`src/rtl/rect_plotter_if.sv`:
```
// Pixel-command bus between a game FSM (master) and rect_plotter (slave):
// rectangle command with start strobe, plus status and the VGA pixel-write port.
interface rect_plotter_if;
  logic       start;
  logic [7:0] rectX;
  logic [6:0] rectY;
  logic [7:0] rectW;
  logic [6:0] rectH;
  logic [2:0] rectColour;
  logic       busy;
  logic       done;
  logic [7:0] x;
  logic [6:0] y;
  logic [2:0] colour;
  logic       plot;

  modport master (
    output start, rectX, rectY, rectW, rectH, rectColour,
    input  busy, done, x, y, colour, plot
  );

  modport slave (
    input  start, rectX, rectY, rectW, rectH, rectColour,
    output busy, done, x, y, colour, plot
  );
endinterface

```
`src/rtl/rect_plotter.sv`:
```
// Rectangle fill engine: emits one clipped pixel write per clock in raster
// order into the vga_adapter write port, with a start/busy/done handshake.
module rect_plotter #(
  parameter int SCREEN_W = 160,
  parameter int SCREEN_H = 120
) (
  input logic           clock,
  input logic           reset,
  rect_plotter_if.slave bus
);

  localparam logic [1:0] S_IDLE = 2'd0;
  localparam logic [1:0] S_DRAW = 2'd1;
  localparam logic [1:0] S_FIN  = 2'd2;

  localparam logic [8:0] X_LIMIT = 9'(SCREEN_W);
  localparam logic [7:0] Y_LIMIT = 8'(SCREEN_H);

  logic [1:0] state_q, state_d;
  logic       hold_q, hold_d;
  logic [7:0] x0_q, x0_d;
  logic [6:0] y0_q, y0_d;
  logic [7:0] w_q, w_d;
  logic [6:0] h_q, h_d;
  logic [2:0] col_q, col_d;
  logic [7:0] i_q, i_d;
  logic [6:0] j_q, j_d;
  logic [7:0] x_q, x_d;
  logic [6:0] y_q, y_d;
  logic [2:0] colour_q, colour_d;
  logic       plot_q, plot_d;
  logic       busy_q, busy_d;
  logic       done_q, done_d;

  logic [8:0] x_sum;
  logic [7:0] y_sum;
  logic       col_last;
  logic       row_last;

  // Widened sums so off-screen pixels are detected instead of wrapping.
  assign x_sum    = {1'b0, x0_q} + {1'b0, i_q};
  assign y_sum    = {1'b0, y0_q} + {1'b0, j_q};
  assign col_last = (i_q == w_q - 8'd1);
  assign row_last = (j_q == h_q - 7'd1);

  always_comb begin
    // NOTE: every signal gets a default first so no path leaves one unassigned,
    // which would infer a latch.
    state_d  = state_q;
    hold_d   = hold_q;
    x0_d     = x0_q;
    y0_d     = y0_q;
    w_d      = w_q;
    h_d      = h_q;
    col_d    = col_q;
    i_d      = i_q;
    j_d      = j_q;
    x_d      = x_q;
    y_d      = y_q;
    colour_d = colour_q;
    plot_d   = 1'b0;
    busy_d   = 1'b0;
    done_d   = 1'b0;

    case (state_q)
      S_IDLE: begin
        if (bus.start) begin
          x0_d  = bus.rectX;
          y0_d  = bus.rectY;
          w_d   = bus.rectW;
          h_d   = bus.rectH;
          col_d = bus.rectColour;
          i_d   = 8'd0;
          j_d   = 7'd0;
          if (bus.rectW == 8'd0 || bus.rectH == 7'd0) begin
            // Empty command spends one extra cycle in FIN so done lands at N+2.
            state_d = S_FIN;
            hold_d  = 1'b1;
          end else begin
            state_d = S_DRAW;
          end
        end
      end
      S_DRAW: begin
        x_d      = x_sum[7:0];
        y_d      = y_sum[6:0];
        colour_d = col_q;
        plot_d   = (x_sum < X_LIMIT) && (y_sum < Y_LIMIT);
        busy_d   = 1'b1;
        if (col_last) begin
          i_d = 8'd0;
          j_d = j_q + 7'd1;
          if (row_last) state_d = S_FIN;
        end else begin
          i_d = i_q + 8'd1;
        end
      end
      S_FIN: begin
        if (hold_q) begin
          hold_d = 1'b0;
        end else begin
          done_d  = 1'b1;
          state_d = S_IDLE;
        end
      end
      default: state_d = S_IDLE;
    endcase
  end

  // NOTE: sequential state uses non-blocking assignments so every register
  // samples the pre-edge values regardless of statement order.
  always_ff @(posedge clock) begin
    if (reset) begin
      state_q  <= S_IDLE;
      hold_q   <= 1'b0;
      x0_q     <= '0;
      y0_q     <= '0;
      w_q      <= '0;
      h_q      <= '0;
      col_q    <= '0;
      i_q      <= '0;
      j_q      <= '0;
      x_q      <= '0;
      y_q      <= '0;
      colour_q <= '0;
      plot_q   <= 1'b0;
      busy_q   <= 1'b0;
      done_q   <= 1'b0;
    end else begin
      state_q  <= state_d;
      hold_q   <= hold_d;
      x0_q     <= x0_d;
      y0_q     <= y0_d;
      w_q      <= w_d;
      h_q      <= h_d;
      col_q    <= col_d;
      i_q      <= i_d;
      j_q      <= j_d;
      x_q      <= x_d;
      y_q      <= y_d;
      colour_q <= colour_d;
      plot_q   <= plot_d;
      busy_q   <= busy_d;
      done_q   <= done_d;
    end
  end

  assign bus.x      = x_q;
  assign bus.y      = y_q;
  assign bus.colour = colour_q;
  assign bus.plot   = plot_q;
  assign bus.busy   = busy_q;
  assign bus.done   = done_q;

endmodule
```
`src/flat_wrapper.sv`:
```
// flat-port wrapper written by rule: the top's interface ports become plain ports
module rect_plotter_flat 
#(
  parameter int SCREEN_W = 160,
  parameter int SCREEN_H = 120
)
  (clock, reset, bus_start, bus_rectX, bus_rectY, bus_rectW, bus_rectH, bus_rectColour, bus_busy, bus_done, bus_x, bus_y, bus_colour, bus_plot);
  rect_plotter_if bus_i ();
  input logic clock;
  input logic reset;
  input wire logic [$bits(bus_i.start)-1:0] bus_start;
  input wire logic [$bits(bus_i.rectX)-1:0] bus_rectX;
  input wire logic [$bits(bus_i.rectY)-1:0] bus_rectY;
  input wire logic [$bits(bus_i.rectW)-1:0] bus_rectW;
  input wire logic [$bits(bus_i.rectH)-1:0] bus_rectH;
  input wire logic [$bits(bus_i.rectColour)-1:0] bus_rectColour;
  output wire logic [$bits(bus_i.busy)-1:0] bus_busy;
  output wire logic [$bits(bus_i.done)-1:0] bus_done;
  output wire logic [$bits(bus_i.x)-1:0] bus_x;
  output wire logic [$bits(bus_i.y)-1:0] bus_y;
  output wire logic [$bits(bus_i.colour)-1:0] bus_colour;
  output wire logic [$bits(bus_i.plot)-1:0] bus_plot;
  assign bus_i.start = bus_start;
  assign bus_i.rectX = bus_rectX;
  assign bus_i.rectY = bus_rectY;
  assign bus_i.rectW = bus_rectW;
  assign bus_i.rectH = bus_rectH;
  assign bus_i.rectColour = bus_rectColour;
  assign bus_busy = bus_i.busy;
  assign bus_done = bus_i.done;
  assign bus_x = bus_i.x;
  assign bus_y = bus_i.y;
  assign bus_colour = bus_i.colour;
  assign bus_plot = bus_i.plot;
  rect_plotter #(.SCREEN_W(SCREEN_W), .SCREEN_H(SCREEN_H)) u_core (.clock(clock), .reset(reset), .bus(bus_i));
endmodule
```
`config.mk`:
```
export PLATFORM = sky130hd
export DESIGN_NAME = rect_plotter_flat
export DESIGN_NICKNAME = d
export VERILOG_FILES = /design/src/rtl/rect_plotter_if.sv /design/src/rtl/rect_plotter.sv /design/src/flat_wrapper.sv
export SDC_FILE = /design/constraint.sdc
export NUM_CORES = 1
export LEC_CHECK = 0
export CAP_MARGIN = 40
export CORE_UTILIZATION = 50
export DETAILED_ROUTE_END_ITERATION = 10
export MAX_ROUTING_LAYER = met4
export PLACE_DENSITY = 0.82
export SLEW_MARGIN = 20
export SYNTH_ARGS = -nofsm -noshare
export SYNTH_HDL_FRONTEND = slang
export SYNTH_SLANG_ARGS = --single-unit
```
`constraint.sdc`:
```
create_clock -name clock -period 3 [get_ports clock]
set_input_delay 0.45 -clock clock [delete_from_list [all_inputs] [get_ports clock]]
set_output_delay 0.45 -clock clock [all_outputs]
set_load 0.1 [all_outputs]
```
**Word-level counts from Yosys, hierarchy flattened**

Index checks and enable logic that the tools add are counted.

- $add $sub $neg: 6
- Order comparisons: 2
- Equal/unequal tests: 9
- Mux-type cells: 17
- Bitwise gates (word level): 2
- Reductions and logical operators: 14

Operators by type and width:

| cell | count |
|---|---|
| two-way mux 8 bit | 2 |
| case mux 8 bit (2 select lines) | 1 |
| two-way mux 7 bit | 2 |
| case mux 7 bit (2 select lines) | 1 |
| two-way mux 2 bit | 5 |
| adder 8 x 8 -> 9 bit | 1 |
| < comparator 9 x 8 -> 1 bit (second input constant) | 1 |
| adder 7 x 7 -> 8 bit | 1 |
| adder 8 x 1 -> 8 bit (second input constant) | 1 |
| == test 8 bit | 1 |
| zero test 8 bit | 1 |
| < comparator 8 x 7 -> 1 bit (second input constant) | 1 |
| subtractor 8 x 1 -> 8 bit (second input constant) | 1 |
| adder 7 x 1 -> 7 bit (second input constant) | 1 |
| == test 7 bit | 1 |
| zero test 7 bit | 1 |
| subtractor 7 x 1 -> 7 bit (second input constant) | 1 |
| inequality test 2 x 1 -> 1 bit (second input constant) | 3 |
| case mux 2 bit (3 select lines) | 1 |
| AND reduction 3 bit | 2 |
| two-way mux 1 bit | 4 |
| inequality test 2 bit (second input constant) | 2 |
| AND reduction 2 bit | 2 |
| AND reduction 4 bit | 1 |
| 9 further kinds | 12 |

- Register bits after elaboration: 72
- Input port bits: 36

**Longest topological paths before layout**

- Depth after elaboration: 5
- Gate-level depth with buffers: 10
- Gate-level depth less buffers: 10

**Worst setup path before layout**

Ideal clock, no wire load.

- Kind: reg-to-reg
- Start point: register u_core.w_q[0]
- End point: register u_core.j_q[5]
- Library setup time: 70 ps
- Arrival: 2,166 ps
- Slack: 764 ps
- Cell stages (with the launch flop): 10
- Period minus slack after synthesis: 2,236 ps
- Cells stage by stage: dfxtp_1 -> inv_1 -> ha_1 -> nor2b_1 -> a2bb2oi_1 -> nor2_1 -> nor4_4 -> nand3_2 -> or4_1 -> a21oi_1

- Word-level cells in the longest chain between the ends: 4

RTL lines:

| what | line | RTL |
|---|---|---|
| start, declared | rect_plotter.sv:23 | `logic [7:0] w_q, w_d;` |
| start signal, assigned | rect_plotter.sv:134 | `w_q <= w_d;` |
| subtractor 8 x 1 -> 8 bit | rect_plotter.sv:43 | `assign col_last = (i_q == w_q - 8'd1);` |
| == test 8 bit | rect_plotter.sv:43 |  |
| inequality test 2 x 1 -> 1 bit (no source line) | -- |  |
| AND reduction 3 bit (no source line) | -- |  |
| end signal, assigned | rect_plotter.sv:138 | `j_q <= j_d;` |
| end, declared | rect_plotter.sv:27 | `logic [6:0] j_q, j_d;` |

Every way passes these cells.
A chain may end at the register's enable or synchronous reset.

**Final worst setup path**

Same ends and word-level chain as after synthesis.

==> flow_summary.yaml <==
cells_and_area:
  final_area_sq_um: 4562
  drive_above_1_share: 0.09405
  syn_to_final_growth_pct: 23.59
  fin_nets: 573
  postLayoutCoreUtil: 0.6569
  fillCellCount: 575
  n_antenna_cell: 0
clock_network:
  worstSkewPairLatency_ns: 0.35
  cts-resized-gates: 0
  cts_tree: "built"
  h-tree-depth: 3
  cts_sinks: 72
  clkSlewWorstSetupHoldPaths_ns: 0.08
  postCtsHoldBufs: 0
  ctsRootBufferMaster: "clkbuf_8"
  clk_path_buf_depth: 2
  numCtsBuffers: 9
  cts_setup_buffers: 0
die:
  rows: 30
  dieArea_sq_um: 7730
  boundaryPins: 57
  fp.dieW_microns: 87.92
  chipHeight_microns: 87.92
  start_util: 0.5315
  design.core.area_sq_um: 6944
synthesis:
  ys.flop_type: "dfxtp_1"
  synth_fp_nets: 523
  syn_area_sq_um: 3691
  synth_top_cell_by_area: "dfxtp_1"
  yosysWarningCount: 0
  ys_async_sr_fraction: 0
  synth_seq_cells: 72
  ys_top_cells_by_area: "dfxtp_1, nand2_1, a21oi_1"
  synth_cell_types: 43
  synthCells: 466
  synth_area_per_cell_sq_um: 7.921
  yosysMostFrequentCell: "nand2_1"
  synth_edf_count: 0
  yosysSeqAreaShare: 0.3905
  synth_common_cells: "nand2_1, dfxtp_1, a21oi_1"
  synth.top_cell.area_share: 0.3905
sta:
  hold_viol_final: 0
  fin_skew_ns: 0.008699
  rsz0062_at_grt: "no"
  slew_headroom: 0.6462
  setup_violations: 0
  worst_slew_pin_slew_ns: 0.5287
  slew_violations: 0
  clock.fmax_mhz: 377.6
  fin_tns_setup_ns: 0
  timing.hold.ws_ns: 0.4582
  period_needed_ns: 2.648
  min_period_over_period: 0.8827
global_route:
  antenna_found_initial: 0
  grt_pass1_vias: 3313
  grt_pass1_wl_microns: 15170
  grt_max_degree: 39
  gr-total-overflow: 0
  grt_usage: 0.2618
routing:
  wl_per_cell_microns: 14.40
  drc: 0
  vias: 3398
  first_pass_iters: 5
  wl_microns: 8885
  drt_iter0_markers: 250
  viasPerCell: 5.507
  drtAntennaViolNets: 0
setup_path:
  critical_path_class: "reg2reg"
  cp.arrival_ns: 2.93
  cp_cell_sequence: "inv_1 -> ha_1 -> nor2b_1 -> a21boi_0 -> o211ai_1 -> nor4_4 -> nand3_2 -> or4_1 -> a21oi_1"
  max_stage_delay_ns: 0.58
  crit_required_ns: 3.28
  crit_path_start_kind: "flip-flop"
  slowest_stage: "or4_1"
  critPathMaxFanout: 8
  end_kind: "flip-flop"
placement:
  dp_hpwl_microns: 6271
  gp_congestion: 0.8844
  dpl_cell_area_sq_um: 4270
  io_buffers: 56
power_and_ir_drop:
  cellLeakagePower_nw: 1.792
  power_density_nw_per_um2: 586.5
  peakVddDrop_mv: 0.2575
hold_path:
  hp-class: "reg2reg"
run_status:
  status: "finished clean"
run:
  drv_cap: 0
==> layer usage <==
layer  wire [microns]  global-route usage  part of all wire  up-vias
met5                0                   -                 0        -
met4              124             0.09240             0.014        0
met3              467             0.05184             0.053       15
met2             4416              0.4440              0.50       99
met1             3877              0.3072              0.44     1572
li1                 -                   -                 -     1712
==> registers in the layout, summed over array words and instances (netlist names) <==
| register | count |
|---|---|
| u_core.bus.busy | 1 |
| u_core.bus.colour | 3 |
| u_core.bus.done | 1 |
| u_core.bus.plot | 1 |
| u_core.bus.x | 8 |
| u_core.bus.y | 7 |
| u_core.col_q | 3 |
| u_core.h_q | 7 |
| u_core.hold_q | 1 |
| u_core.i_q | 8 |
| u_core.j_q | 7 |
| u_core.state_q | 2 |
| u_core.w_q | 8 |
| u_core.x0_q | 8 |
| u_core.y0_q | 7 |
==> where the power goes <==
part	leakage, nW	switching [mW]	internal, mW
combinational	1.06	0.329	0.185
clock	0.144	0.378	0.723
sequential	0.587	0.0510	1.01
total	1.79	0.758	1.92
==> kinds of logic (layout without fill, tap and decap cells) <==
logic type | count (synthesis) | in the layout | share of synthesized area
AOI/OAI and AO/OA | 116 | 116 | 0.1817
adders and majority gates | 21 | 21 | 0.07526
buffers and inverters | 37 | 92 | 0.03830
xor gates and xnor gates | 31 | 31 | 0.07356
and+or+nand+nor | 189 | 189 | 0.2407
DFF | 72 | 72 | 0.3905
==> path summary, 6_finish.rpt <==
check	end	cells past startpoint	slack [ns]	startpoint
setup / recovery	u_core.j_q[5]	9	0.35	u_core.w_q[0]
hold / removal	u_core.bus.colour[0]	2	0.46	u_core.col_q[0]
setup reg to reg	u_core.j_q[5]	9	0.35	u_core.w_q[0]
hold reg to reg	u_core.bus.colour[0]	2	0.46	u_core.col_q[0]
==> final cells by class <==
type / instances / area [sq um] / share of cell area
clock inverter: 7 / 167.7 / 0.03675
multi-input combinational: 357 / 2108 / 0.4621
clock buffer: 9 / 123.9 / 0.02715
tap: 96 / 120.1 / 0.02633
timing repair buffer: 62 / 548.0 / 0.1201
inverter: 14 / 52.55 / 0.01152
sequential: 72 / 1441 / 0.3160
==> through the flow <==
stage / instances / power (mW) / setup slack [ns]
2_1_floorplan: 466 / 1.439 / 0.7638
3_3_place_gp: 601 / 1.574 / 0.6400
3_5_place_dp: 601 / 1.591 / 0.5160
4_1_cts: 617 / 2.688 / 0.3668
5_1_grt: 617 / 2.793 / 0.1471
6_report: 617 / 2.676 / 0.3519
==> worst max-delay path, delay by kind of cell (launching register included) <==
family	cells	cell delay, ns
and+or+nand+nor	4	1.28
AOI/OAI and AO/OA	3	0.61
DFF	1	0.37
adders and majority gates	1	0.24
buffers and inverters	1	0.08
==> placed cells by master, fill, tap and decap left out, drive strengths merged, types with 6 or more instances in the layout <==
cell,n
nand2,111
dfxtp,72
a21oi,64
clkdlybuf4s50,34
buf,28
xnor2,22
ha,19
nor2,18
o21ai,15
inv,14
nand3,14
a31oi,10
xor2,9
clkbuf,9
a211oi,7
nor3,7
nor4,7
nand4,6
(Power assumes the default switching activity.)
